## config.mk

```make
export PLATFORM = sky130hd
export DESIGN_NAME = ssvga_dpram_arb
export DESIGN_NICKNAME = d
export VERILOG_FILES = /design/src/rtl/ssvga_dpram_arb.sv
export SDC_FILE = /design/constraint.sdc
export NUM_CORES = 1
export LEC_CHECK = 0
export ABC_AREA = 1
export CAP_MARGIN = 5
export CORE_MARGIN = 2
export CORE_UTILIZATION = 60
export DETAILED_ROUTE_END_ITERATION = 16
export DONT_BUFFER_PORTS = 1
export GPL_TIMING_DRIVEN = 0
export PLACE_DENSITY = 0.76
export SYNTH_ARGS = -nofsm -noshare
export SYNTH_HDL_FRONTEND = slang
export SYNTH_SLANG_ARGS = --single-unit
export TNS_END_PERCENT = 30
```

## constraint.sdc

```tcl
create_clock -name clka -period 1.5 [get_ports clka]
set_clock_uncertainty 0.1 [all_clocks]
set_input_delay 0.075 -clock clka [delete_from_list [all_inputs] [get_ports clka]]
set_output_delay 0.075 -clock clka [all_outputs]
set_load 0.01 [all_outputs]
```

## src/rtl/ssvga_dpram_arb.sv

```systemverilog
// rtl/ssvga_dpram_arb.sv - two-requester arbiter in front of a single RAM port (IDLE/ACCESS/RESP)
// Optional SSVGA_DPRAM_ARB_RR_EN: round-robin on simultaneous requests instead of fixed r0 priority.
module ssvga_dpram_arb #(
  parameter int AW = 8,
  parameter int DW = 16
) (
  input  logic          clka,
  input  logic          rstb,
  input  logic          r0_req,
  input  logic          r0_we,
  input  logic [AW-1:0] r0_addr,
  input  logic [DW-1:0] r0_wdata,
  input  logic          r1_req,
  input  logic          r1_we,
  input  logic [AW-1:0] r1_addr,
  input  logic [DW-1:0] r1_wdata,
  output logic          r0_ack,
  output logic          r1_ack,
  output logic [DW-1:0] rdata,
  output logic          ram_en,
  output logic          ram_we,
  output logic          ram_rst,
  output logic [AW-1:0] ram_addr,
  output logic [DW-1:0] ram_di,
  input  logic [DW-1:0] ram_do
);

  typedef enum logic [1:0] {
    IDLE   = 2'd0,
    ACCESS = 2'd1,
    RESP   = 2'd2
  } state_t;

  state_t        state;
  state_t        state_nxt;
  logic          win;
  logic          win_nxt;
  logic          last_grant;
  logic          last_grant_nxt;
  logic          any_req;
  logic          sel;
  logic          lat_we;
  logic [AW-1:0] lat_addr;
  logic [DW-1:0] lat_wdata;

  always_comb begin
    any_req = r0_req | r1_req;
    sel     = 1'b0;
    if (r0_req && r1_req) begin
`ifdef SSVGA_DPRAM_ARB_RR_EN
      sel = ~last_grant;
`else
      sel = 1'b0;
`endif
    end else begin
      sel = r1_req;
    end
  end

  always_comb begin
    state_nxt      = state;
    win_nxt        = win;
    last_grant_nxt = last_grant;
    case (state)
      IDLE: begin
        if (any_req) begin
          state_nxt      = ACCESS;
          win_nxt        = sel;
          last_grant_nxt = sel;
        end
      end
      ACCESS:  state_nxt = RESP;
      RESP:    state_nxt = IDLE;
      default: state_nxt = IDLE;
    endcase
  end

  // Winner's command is captured at grant so a requester dropping req mid-access cannot corrupt it.
  always_ff @(posedge clka) begin
    if (rstb) begin
      state      <= IDLE;
      win        <= 1'b0;
      last_grant <= 1'b1;
      lat_we     <= 1'b0;
      lat_addr   <= '0;
      lat_wdata  <= '0;
    end else begin
      state      <= state_nxt;
      win        <= win_nxt;
      last_grant <= last_grant_nxt;
      if (state == IDLE && any_req) begin
        lat_we    <= sel ? r1_we    : r0_we;
        lat_addr  <= sel ? r1_addr  : r0_addr;
        lat_wdata <= sel ? r1_wdata : r0_wdata;
      end
    end
  end

  always_comb begin
    ram_rst  = 1'b0;
    ram_en   = (state == ACCESS);
    ram_we   = ram_en & lat_we;
    ram_addr = ram_en ? lat_addr : '0;
    ram_di   = ram_en ? lat_wdata : '0;
    r0_ack   = (state == RESP) && !win;
    r1_ack   = (state == RESP) && win;
    rdata    = '0;
    if (state == RESP) begin
      rdata = lat_we ? lat_wdata : ram_do;
    end
  end

endmodule

```

==> results.sh, run 1 <==
export IMPL_status="aborted with a tool error"
export IMPL_lastStage="5_1_grt"
export IMPL_stop_error="[ERROR DPL-0033] detailed placement checks failed during check placement."
export IMPL_io_buffers=0
export IMPL_yosysTopAreaCell="dfxtp_1"
export IMPL_synth_seq_cells=28
export IMPL_netlist_instances=327
export IMPL_synth_most_common_cell="nand2_1"
export IMPL_rows=20
export IMPL_async_flop_share_pct=0
export IMPL_cts_made_buffers=3
export IMPL_cts_sinks=28
export IMPL_netlist_top_cells_area="dfxtp_1 30%, nand2_1 21%, nor2_1 19%"
export IMPL_synth_edf_count=0
export IMPL_synthTopCellsByCount="102 x nand2_1, 95 x nor2_1, 28 x dfxtp_1"
export IMPL_avgSynthCellArea_sq_um=5.659
export IMPL_worstEndpointType="top-level output"
export IMPL_cts_htree_levels=1
export IMPL_ys_dominant_reg_cell="dfxtp_1"
export IMPL_place_area_sq_um=1892
export IMPL_gp_congestion=0.8167
export IMPL_cts_root_buf="clkbuf_4"
export IMPL_die_y_um=59.54
export IMPL_cts_setup_buffers=0
export IMPL_synth_top_area_share_pct=30.29
export IMPL_start_util_pct=61.63
export IMPL_synth_cell_type_count=17
export IMPL_hpwl_um=3734
export IMPL_pin_count=115
export IMPL_fp_dieW_um=59.54
export IMPL_crit_endpoint="rdata[11]"
export IMPL_ys_warnings_count=0
export IMPL_grt_max_degree=15
export IMPL_syn_nets=397
export IMPL_syn_area_sq_um=1851
export IMPL_yosysSeqAreaShare_pct=30.29
export IMPL_clock_path_buffers=2
export IMPL_antenna_found_initial=0
## cell families after synthesis
family	synth area share, %
other	0.2026
and+or+nand+nor	49.02
DFF	30.29
AOI/OAI and AO/OA	6.761
buffers and inverters	13.73
## metrics by stage
stage / instances / hold slack (ns) / worst slack [ns]
floorplan: 327 / 0.04738 / 0.3311
global placement: 360 / 0.04853 / 0.1359
detailed placement: 360 / 0.04982 / 0.1329
CTS: 415 / 0.07558 / 0.0002568
## repair_timing
| action | 4_1_cts |
|---|---|
| hold buffers | 52 |
| resized for setup | 75 |
| endpoints found under the setup margin | 37 |
| hold endpoints to repair | 28 |
| pin swaps | 6 |
==> inputs of run 2 (changes only) <==
CORE_UTILIZATION = 40   (was 60)
PLACE_DENSITY = default   (was 0.76)
PLACE_DENSITY_LB_ADDON = 0.15   (was default)
==> run 2 against run 1 <==
Net effect:
- the flow now finishes, with violations (negative hold slack, negative setup slack)
- synthesized cell count unchanged
- area after synthesis unchanged
==> results.sh, run 2 <==
export IMPL_ys_dominant_reg_cell="dfxtp_1"
export IMPL_comb_power_share_pct=39.9
export IMPL_tritoncts="done"
export IMPL_io_buffers=0
export IMPL_yosys_area_share_simple_pct=49.02
export IMPL_end_kind="output port"
export IMPL_grt_max_degree=16
export IMPL_hp_class="primary input to flop"
export IMPL_internal_power_mw=1.415
export IMPL_grt_total_usage_pct=24.08
export IMPL_regMostFlops="lat_wdata"
export IMPL_avgSynthCellArea_sq_um=5.659
export IMPL_synth_area_mux_share_pct=0
export IMPL_cp_slowest_stage_delay_ns=0.34
export IMPL_synth_top_family_by_area="simple AND/OR/NAND/NOR gates"
export IMPL_clkSlewWorstSetupHoldPaths_ns=0.10
export IMPL_start_util_pct=41.92
export IMPL_largest_reg_flops=16
export IMPL_antennaDiodeCount=0
export IMPL_cts_sinks=28
export IMPL_routedWlPerCell_um=14.56
export IMPL_met3_usage_pct=3.750
export IMPL_p_sw_mw=0.7923
export IMPL_cp_start_kind="flop"
export IMPL_status="complete, but fails checks"
export IMPL_rows=24
export IMPL_synth_seq_cells=28
export IMPL_synth_most_common_cell="nand2_1"
export IMPL_gp_congestion=0.7435
export IMPL_drv_slew=0
export IMPL_max_cap_viol_count=0
export IMPL_first_iter_violations=128
export IMPL_seqPwrFrac_pct=38.5
export IMPL_cts_root_buf="clkbuf_8"
export IMPL_die_area_sq_um=5186
export IMPL_wirelength_um=6362
export IMPL_async_flop_share_pct=0
export IMPL_dpl_worst_slack_ns=0.1184
export IMPL_grt_pass1_wl_um=9735
export IMPL_yosysTopAreaCell="dfxtp_1"
export IMPL_fmax_ghz=0.6533
export IMPL_final_cell_mix="102 x nand2_1, 70 x nor2_1, 52 x dlygate4sd3_1, 26 x inv_1, 26 x dfxtp_1"
export IMPL_ys_warnings_count=0
export IMPL_dr_total_vias=2242
export IMPL_antenna_found_initial=0
export IMPL_syn_nets=397
export IMPL_finalCritPeriodShare_pct=102.0
export IMPL_hpwl_um=3929
export IMPL_vias_per_cell=5.130
export IMPL_nets=456
export IMPL_syn_area_sq_um=1851
export IMPL_drc_errors=0
export IMPL_clk_latency_ns=0.28
export IMPL_path_cells="inv_2 > nand2_4 > buf_4 > a211oi_2"
export IMPL_clkPwrFrac_pct=21.6
export IMPL_grt_overflow=0
export IMPL_power_static_leakage_nw=1.279
export IMPL_ir_worst_vdd_uv=389.4
export IMPL_finalHoldViolCount=1
export IMPL_yosys_area_share_adder_pct=0
export IMPL_worst_slack_ns=-0.03064
export IMPL_synth_cell_type_count=17
export IMPL_whs_ns=-0.001330
export IMPL_synth_compound_area_share_pct=6.761
export IMPL_crit_type="flop to output port"
export IMPL_grt_util_met2_pct=43.93
export IMPL_total_power_mw=2.207
export IMPL_required_ns=1.32
export IMPL_die_y_um=72.02
export IMPL_drive_gt1_share_pct=20.52
export IMPL_use_met1_pct=27.16
export IMPL_ant_nets=0
export IMPL_final_common_cell="nand2_1"
export IMPL_pin_count=115
export IMPL_cts_htree_levels=1
export IMPL_power_density_nw_per_um2=793.1
export IMPL_grt_busiest_layer="met2"
export IMPL_clock_path_buffers=2
export IMPL_yosysSeqAreaShare_pct=30.29
export IMPL_setup_violations=5
export IMPL_top_regs="lat_wdata x16, lat_addr x8, state x2"
export IMPL_first_pass_iters=4
export IMPL_netlist_instances=327
export IMPL_slowest_stage="dfxtp_2"
export IMPL_crit_fanout=10
export IMPL_synth_xor_area_share_pct=0
export IMPL_fp_dieW_um=72.02
export IMPL_grt_setup_unrepaired="true"
export IMPL_failed_checks="negative hold slack, negative setup slack"
export IMPL_p_sw_share_pct=35.90
export IMPL_post_route_min_period_ns=1.531
export IMPL_synth_top_area_share_pct=30.29
export IMPL_synthToLayoutAreaGrowth_pct=50.37
export IMPL_core_area_sq_um=4414
export IMPL_cts_made_buffers=3
export IMPL_synth_edf_count=0
export IMPL_netlist_top_cells_area="dfxtp_1 30%, nand2_1 21%, nor2_1 19%"
export IMPL_grt_pass1_vias=2203
export IMPL_arrival_ns=1.36
export IMPL_synthTopCellsByCount="102 x nand2_1, 95 x nor2_1, 28 x dfxtp_1"
export IMPL_tns_ns=-0.1033
==> run 2: cell counts after synthesis <==
Identical to the previous run, type by type.
==> run 2: worst max-delay path, delay by kind of cell (launching register included) <==
kind | cells | cell delay, ns
buffers and inverters | 2 | 0.31
DFF | 1 | 0.34
AOI/OAI and AO/OA | 1 | 0.30
and+or+nand+nor | 1 | 0.13
==> run 2: per-layer routing <==
layer	part of all wire, %	vias up
met4	3.8	0
met5	0	-
met1	38	1000
li1	-	1108
met2	51	109
met3	7.0	25
==> run 2: cell families (layout without fill, tap and decap cells) <==
family,after synthesis,count (layout)
and+or+nand+nor,228,228
buffers and inverters,53,111
DFF,28,28
AOI/OAI and AO/OA,17,17
other,1,1
==> run 2: final cells by class <==
class	count	area, sq um
Inverter	31	121.4
Sequential cell	28	563.0
Buffer	22	178.9
Multi-Input combinational cell	246	1264
Timing Repair Buffer	54	535.5
Clock buffer	4	55.05
Fill cell	418	1632
Tap cell	52	65.06
==> run 2: final timing paths <==
path	start	depth (start not counted)	slack, ns	endpoint
min reg2reg	win$_SDFFE_PP0P_	2	0.39	win$_SDFFE_PP0P_
max	state[0]$_SDFFE_PP0P_	4	-0.03	rdata[14]
min	rstb	3	-0.001	lat_wdata[2]$_SDFFE_PP0P_
max reg2reg	state[1]$_SDFFE_PP0P_	5	0.24	lat_wdata[11]$_SDFFE_PP0P_
==> run 2: power groups by stage <==
stage / registers, mW / clock network (mW) / logic, mW
3_3_place_gp: 0.863 / 0 / 0.586
3_5_place_dp: 0.865 / 0 / 0.591
6_report: 0.851 / 0.477 / 0.880
4_1_cts: 0.848 / 0.486 / 0.790
2_1_floorplan: 0.861 / 0 / 0.471
5_1_grt: 0.857 / 0.518 / 0.965
==> run 2: repair_timing <==
action,4_1_cts,5_1_grt
gates cloned,0,0
resized for setup,41,35
hold buffers,52,0
pin swaps,1,5
endpoints found under the hold margin,28,0
endpoints found under the setup margin,36,41
setup buffers,0,2
==> run 2: metrics by stage <==
step / hold slack, ns / cell area, sq um / utilization [%] / cells
6_report: -0.001330 / 2783 / 63.04 / 437
5_1_grt: 0.01227 / 2783 / 63.04 / 437
4_1_cts: 0.009992 / 2630 / 59.58 / 435
3_5_place_dp: 0.05015 / 1916 / 43.40 / 379
3_3_place_gp: 0.04868 / 1916 / 43.40 / 379
2_1_floorplan: 0.04738 / 1851 / - / 327
(Power assumes the default switching activity.)
==> inputs of run 3 (changes only) <==
BUFFER_PORTS_ARGS = -buffer_cell sky130_fd_sc_hd__buf_2   (was default)
DONT_BUFFER_PORTS = default   (was 1)
SETUP_SLACK_MARGIN = 0.05   (was default)
==> run 3 against run 2 <==
Net effect:
- the run ends with negative hold slack left
- cell area increased by 8.2%
- largest cell class unchanged
- fmax increased by 4.2%
- critical path type unchanged
- highest routed layer unchanged
- sequential power about the same
==> results.sh, run 3 (synthesis results as in run 2) <==
export IMPL_status="complete, but fails checks"
export IMPL_failed_checks="negative hold slack"
export IMPL_crit_type="flop to output port"
export IMPL_rrSetupSlack_ns=0.11
export IMPL_max_cap_viol_count=0
export IMPL_tritoncts="done"
export IMPL_largest_reg_flops=16
export IMPL_finalHoldViolCount=1
export IMPL_rr_startpoint="state[0]$_SDFFE_PP0P_"
export IMPL_fmax_ghz=0.6809
export IMPL_r2r_end="lat_wdata[15]$_SDFFE_PP0P_"
export IMPL_vias_per_cell=4.749
export IMPL_required_ns=1.32
export IMPL_ant_nets=0
export IMPL_start_util_pct=41.92
export IMPL_drv_slew=0
export IMPL_post_route_min_period_ns=1.469
export IMPL_power_density_nw_per_um2=743.8
export IMPL_holdPathEnd="lat_wdata[5]$_SDFFE_PP0P_"
export IMPL_hpwl_um=4268
export IMPL_first_pass_iters=4
export IMPL_top_regs="lat_wdata x16, lat_addr x8, state x2"
export IMPL_clkSlewWorstSetupHoldPaths_ns=0.09
export IMPL_antenna_found_initial=0
export IMPL_crit_fanout=8
export IMPL_clock_path_buffers=2
export IMPL_hold_start="r0_wdata[5]"
export IMPL_cp_start_kind="flop"
export IMPL_finalCritPeriodShare_pct=97.91
export IMPL_antennaDiodeCount=0
export IMPL_grt_total_usage_pct=25.46
export IMPL_die_y_um=72.02
export IMPL_whs_ns=-0.0008685
export IMPL_ir_worst_vdd_uv=562.2
export IMPL_regMostFlops="lat_wdata"
export IMPL_final_common_cell="buf_2"
export IMPL_fp_dieW_um=72.02
export IMPL_grt_max_degree=16
export IMPL_drc_errors=0
export IMPL_setup_violations=0
export IMPL_first_iter_violations=124
export IMPL_cts_made_buffers=3
export IMPL_rr_worst_depth=7
export IMPL_cts_root_buf="clkbuf_8"
export IMPL_dr_total_vias=2479
export IMPL_grt_pass1_vias=2324
export IMPL_routedWlPerCell_um=12.37
export IMPL_hold_depth=5
export IMPL_arrival_ns=1.29
export IMPL_cts_htree_levels=1
export IMPL_rows=24
export IMPL_core_area_sq_um=4414
export IMPL_drive_gt1_share_pct=39.36
export IMPL_nets=541
export IMPL_pin_count=115
export IMPL_gp_congestion=0.7914
export IMPL_clk_latency_ns=0.27
export IMPL_synthToLayoutAreaGrowth_pct=62.68
export IMPL_grt_pass1_wl_um=10390
export IMPL_die_area_sq_um=5186
export IMPL_final_cell_mix="117 x buf_2, 102 x nand2_1, 86 x nor2_1, 26 x inv_1"
export IMPL_power_static_leakage_nw=1.693
export IMPL_grt_overflow=0
export IMPL_cts_sinks=28
export IMPL_wirelength_um=6457
export IMPL_hp_class="primary input to flop"
export IMPL_grt_setup_unrepaired="true"
export IMPL_total_power_mw=2.239
export IMPL_end_kind="output port"
export IMPL_io_buffers=112
## run 3: area by class of cell
cell class | instances | area [sq um]
multi-input combinational | 246 | 1162
sequential | 28 | 566.8
inverter | 31 | 123.9
clock buffer | 4 | 55.05
tap | 52 | 65.06
fill | 415 | 1404
timing repair buffer | 139 | 828.3
buffer | 22 | 209.0
## run 3: worst max-delay path by stage
| stage | endpoint | startpoint | depth (start not counted) |
|---|---|---|---|
| 6_report | rdata[14] | state[1]$_SDFFE_PP0P_ | 4 |
| 5_1_grt | rdata[2] | state[0]$_SDFFE_PP0P_ | 5 |
| 4_1_cts | rdata[6] | lat_we$_SDFFE_PP0P_ | 5 |
| 3_5_place_dp | rdata[1] | lat_we$_SDFFE_PP0P_ | 5 |
| 3_3_place_gp | rdata[6] | lat_we$_SDFFE_PP0P_ | 5 |
| 2_1_floorplan | rdata[11] | lat_we$_SDFFE_PP0P_ | 4 |
## run 3: what timing repair did
action,4_1_cts,5_1_grt
pin swaps,11,8
resized for setup,41,26
endpoints found under the setup margin,38,56
buffers inserted,6,2
gates cloned,3,0
hold buffers,16,0
hold endpoints to repair,17,0
## run 3: per-layer routing
layer	part of all wire (%)	track usage (%)	routed length, um	vias up
met3	4.8	4.722	310	6
met2	52	46.81	3371	76
li1	-	-	-	1276
met5	0	0	0	-
met4	0.96	5.031	62	0
met1	42	30.97	2713	1121
## run 3: worst max-delay path, cell delays in order, from the launching register on
cell,delay (ns)
dfxtp_4,0.42
nand2_8,0.09
buf_2,0.16
a211oi_2,0.19
buf_2,0.15
## run 3: stage by stage
stage | util, % | instance area (sq um) | setup WS [ns] | setup TNS, ns | instances
floorplan | - | 1851 | 0.3311 | 0 | 327
global placement | 56.09 | 2476 | 0.1689 | 0 | 491
detailed placement | 56.09 | 2476 | 0.1660 | 0 | 491
global route | 68.20 | 3010 | -0.03190 | -0.2343 | 522
finish | 68.20 | 3010 | 0.03132 | 0 | 522
CTS | 66.01 | 2914 | 0.01665 | 0 | 520
## run 3: where the power goes
group	switching [mW]	internal [mW]
Combinational	0.512	0.403
Clock	0.234	0.235
Sequential	0.0271	0.827
==> inputs of run 4 (changes only) <==
CORE_ASPECT_RATIO = 0.9   (was default)
==> run 4 against run 3 <==
Net effect:
- the run now ends clean
- utilization shrank 0.93 points
- hold slack gained 0.0054 ns
- fmax shrank 0.96%
- sequential power is essentially flat
- wire length shrank 5.4%
- combinational power shrank 0.4%
- count of clock-buffer cells in the layout is the same
- cell area shrank 0.33%
- die area is essentially flat
- critical endpoint is now rdata[13]
- largest cell class unchanged
==> results.sh, run 4 (synthesis results as in run 2) <==
export IMPL_setup_violations=0
export IMPL_regMostFlops="lat_wdata"
export IMPL_tritoncts="done"
export IMPL_largest_reg_flops=16
export IMPL_end_kind="output port"
export IMPL_synthToLayoutAreaGrowth_pct=62.14
export IMPL_clock_path_buffers=2
export IMPL_cp_start_kind="flop"
export IMPL_core_area_sq_um=4461
export IMPL_cts_sinks=28
export IMPL_clkSlewWorstSetupHoldPaths_ns=0.10
export IMPL_rrSetupSlack_ns=0.19
export IMPL_comb_power_share_pct=40.7
export IMPL_drv_slew=0
export IMPL_top_regs="lat_wdata x16, lat_addr x8, state x2"
export IMPL_whs_ns=0.004568
export IMPL_max_cap_viol_count=0
export IMPL_vias_per_cell=4.613
export IMPL_path_cells="inv_4 > nand2_8 > clkbuf_16 > a211oi_2 > buf_2"
export IMPL_crit_type="flop to output port"
export IMPL_rows=23
export IMPL_total_power_mw=2.238
export IMPL_clk_latency_ns=0.27
export IMPL_fp_dieW_um=75.70
export IMPL_drc_errors=0
export IMPL_critPathBufInv=3
export IMPL_grt_max_degree=16
export IMPL_worst_slack_ns=0.01703
export IMPL_final_cell_mix="117 x buf_2, 102 x nand2_1, 91 x nor2_1, 26 x inv_1"
export IMPL_ant_nets=0
export IMPL_drive_gt1_share_pct=39.14
export IMPL_crit_family="buffers and inverters"
export IMPL_postLayoutCoreUtil_pct=67.27
export IMPL_finalCritPeriodShare_pct=98.86
export IMPL_arrival_ns=1.31
export IMPL_pin_count=115
export IMPL_seqPwrFrac_pct=38.1
export IMPL_grt_total_usage_pct=22.39
export IMPL_first_pass_iters=4
export IMPL_die_y_um=68.53
export IMPL_cp_depth=5
export IMPL_finalHoldViolCount=0
export IMPL_ir_worst_vdd_uv=409.5
export IMPL_p_sw_share_pct=34.32
export IMPL_rr_worst_depth=6
export IMPL_grt_pass1_vias=1995
export IMPL_power_density_nw_per_um2=746.1
export IMPL_first_iter_violations=94
export IMPL_rr_startpoint="state[0]$_SDFFE_PP0P_"
export IMPL_routedWlPerCell_um=11.59
export IMPL_grt_pass1_wl_um=8880
export IMPL_crit_path_end="rdata[13]"
export IMPL_start_util_pct=41.49
export IMPL_cts_made_buffers=3
export IMPL_required_ns=1.32
export IMPL_slowest_stage="dfxtp_2"
export IMPL_cts_htree_levels=1
export IMPL_power_static_leakage_nw=1.692
export IMPL_crit_fanout=7
export IMPL_hp_class="primary input to flop"
export IMPL_final_common_cell="buf_2"
export IMPL_internal_power_mw=1.470
export IMPL_dpl_worst_slack_ns=0.1320
export IMPL_clkPwrFrac_pct=21.2
export IMPL_status="finished, final reports clean"
export IMPL_p_sw_mw=0.7682
export IMPL_crit_start="state[0]$_SDFFE_PP0P_"
export IMPL_grt_overflow=0
export IMPL_dr_total_vias=2431
export IMPL_antenna_found_initial=0
export IMPL_io_buffers=112
export IMPL_die_area_sq_um=5187
export IMPL_gp_congestion=0.7880
export IMPL_antennaDiodeCount=0
export IMPL_grt_setup_unrepaired="true"
export IMPL_post_route_min_period_ns=1.483
export IMPL_nets=536
export IMPL_wirelength_um=6108
export IMPL_hpwl_um=4272
export IMPL_cp_slowest_stage_delay_ns=0.35
export IMPL_r2r_end="lat_wdata[9]$_SDFFE_PP0P_"
export IMPL_fmax_ghz=0.6743
export IMPL_cts_root_buf="clkbuf_8"
run 4: changes by cell type in the layout (fill, tap and decap cells not counted), moves of 3 or more:
cell	before	now
dlygate4sd3_1	16	10
nor2_1	86	91
buf_12	0	3
nor2_4	3	0
buf_8	5	1
buf_6	6	9
run 4: how the worst min path moves through the flow:
stage	to	slack, ns	depth (start not counted)	start
final	lat_wdata[4]$_SDFFE_PP0P_	0.005	5	r0_wdata[4]
after detailed placement	state[1]$_SDFFE_PP0P_	0.18	2	rstb
after CTS	lat_addr[6]$_SDFFE_PP0P_	0.00009	5	r0_addr[6]
after floorplan	state[0]$_SDFFE_PP0P_	0.05	1	rstb
after global routing	lat_wdata[4]$_SDFFE_PP0P_	0.02	5	r0_wdata[4]
after global placement	state[0]$_SDFFE_PP0P_	0.17	2	rstb
run 4: layout make-up:
cell class	count	area, sq um
Tap cell	62	77.57
Buffer	22	220.2
Fill cell	422	1460
Clock buffer	4	55.05
Timing Repair Buffer	134	812.0
Sequential cell	28	566.8
Inverter	31	121.4
Multi-Input combinational cell	246	1147
run 4: tightest hold or removal path: stages:
cell and delay [ns]:
buf_2 0.07, nand2_1 0.04, nand2_1 0.05, nor2_1 0.04, nor2_1 0.07
run 4: power groups by stage:
stage	Sequential [mW]	Clock (mW)	Combinational, mW
finish	0.853	0.475	0.911
global placement	0.863	0	0.706
CTS	0.851	0.491	0.826
detailed placement	0.865	0	0.713
global route	0.860	0.508	1.01
floorplan	0.861	0	0.471
run 4: repair_timing:
action	4_1_cts	5_1_grt
resized for setup	30	30
hold buffers	10	0
endpoints found under the setup margin	38	61
cloned	2	2
endpoints found under the hold margin	11	0
pin swaps	4	11
buffers inserted	4	4
run 4: metrics by stage:
| stage | TNS (ns) | cells | area, sq um |
|---|---|---|---|
| floorplan | 0 | 327 | 1851 |
| detailed placement | 0 | 501 | 2489 |
| CTS | 0 | 521 | 2810 |
| global route | -0.04986 | 527 | 3000 |
| global placement | 0 | 501 | 2489 |
| finish | 0 | 527 | 3000 |
run 4: per-layer routing:
layer / vias to the layer above / part of all wire [%] / global-route usage, %
li1: 1266 / - / -
met1: 1081 / 46 / 27.93
met2: 82 / 49 / 41.96
met3: 2 / 5.3 / 2.326
met4: 0 / 0.33 / 3.947
met5: - / 0 / 0
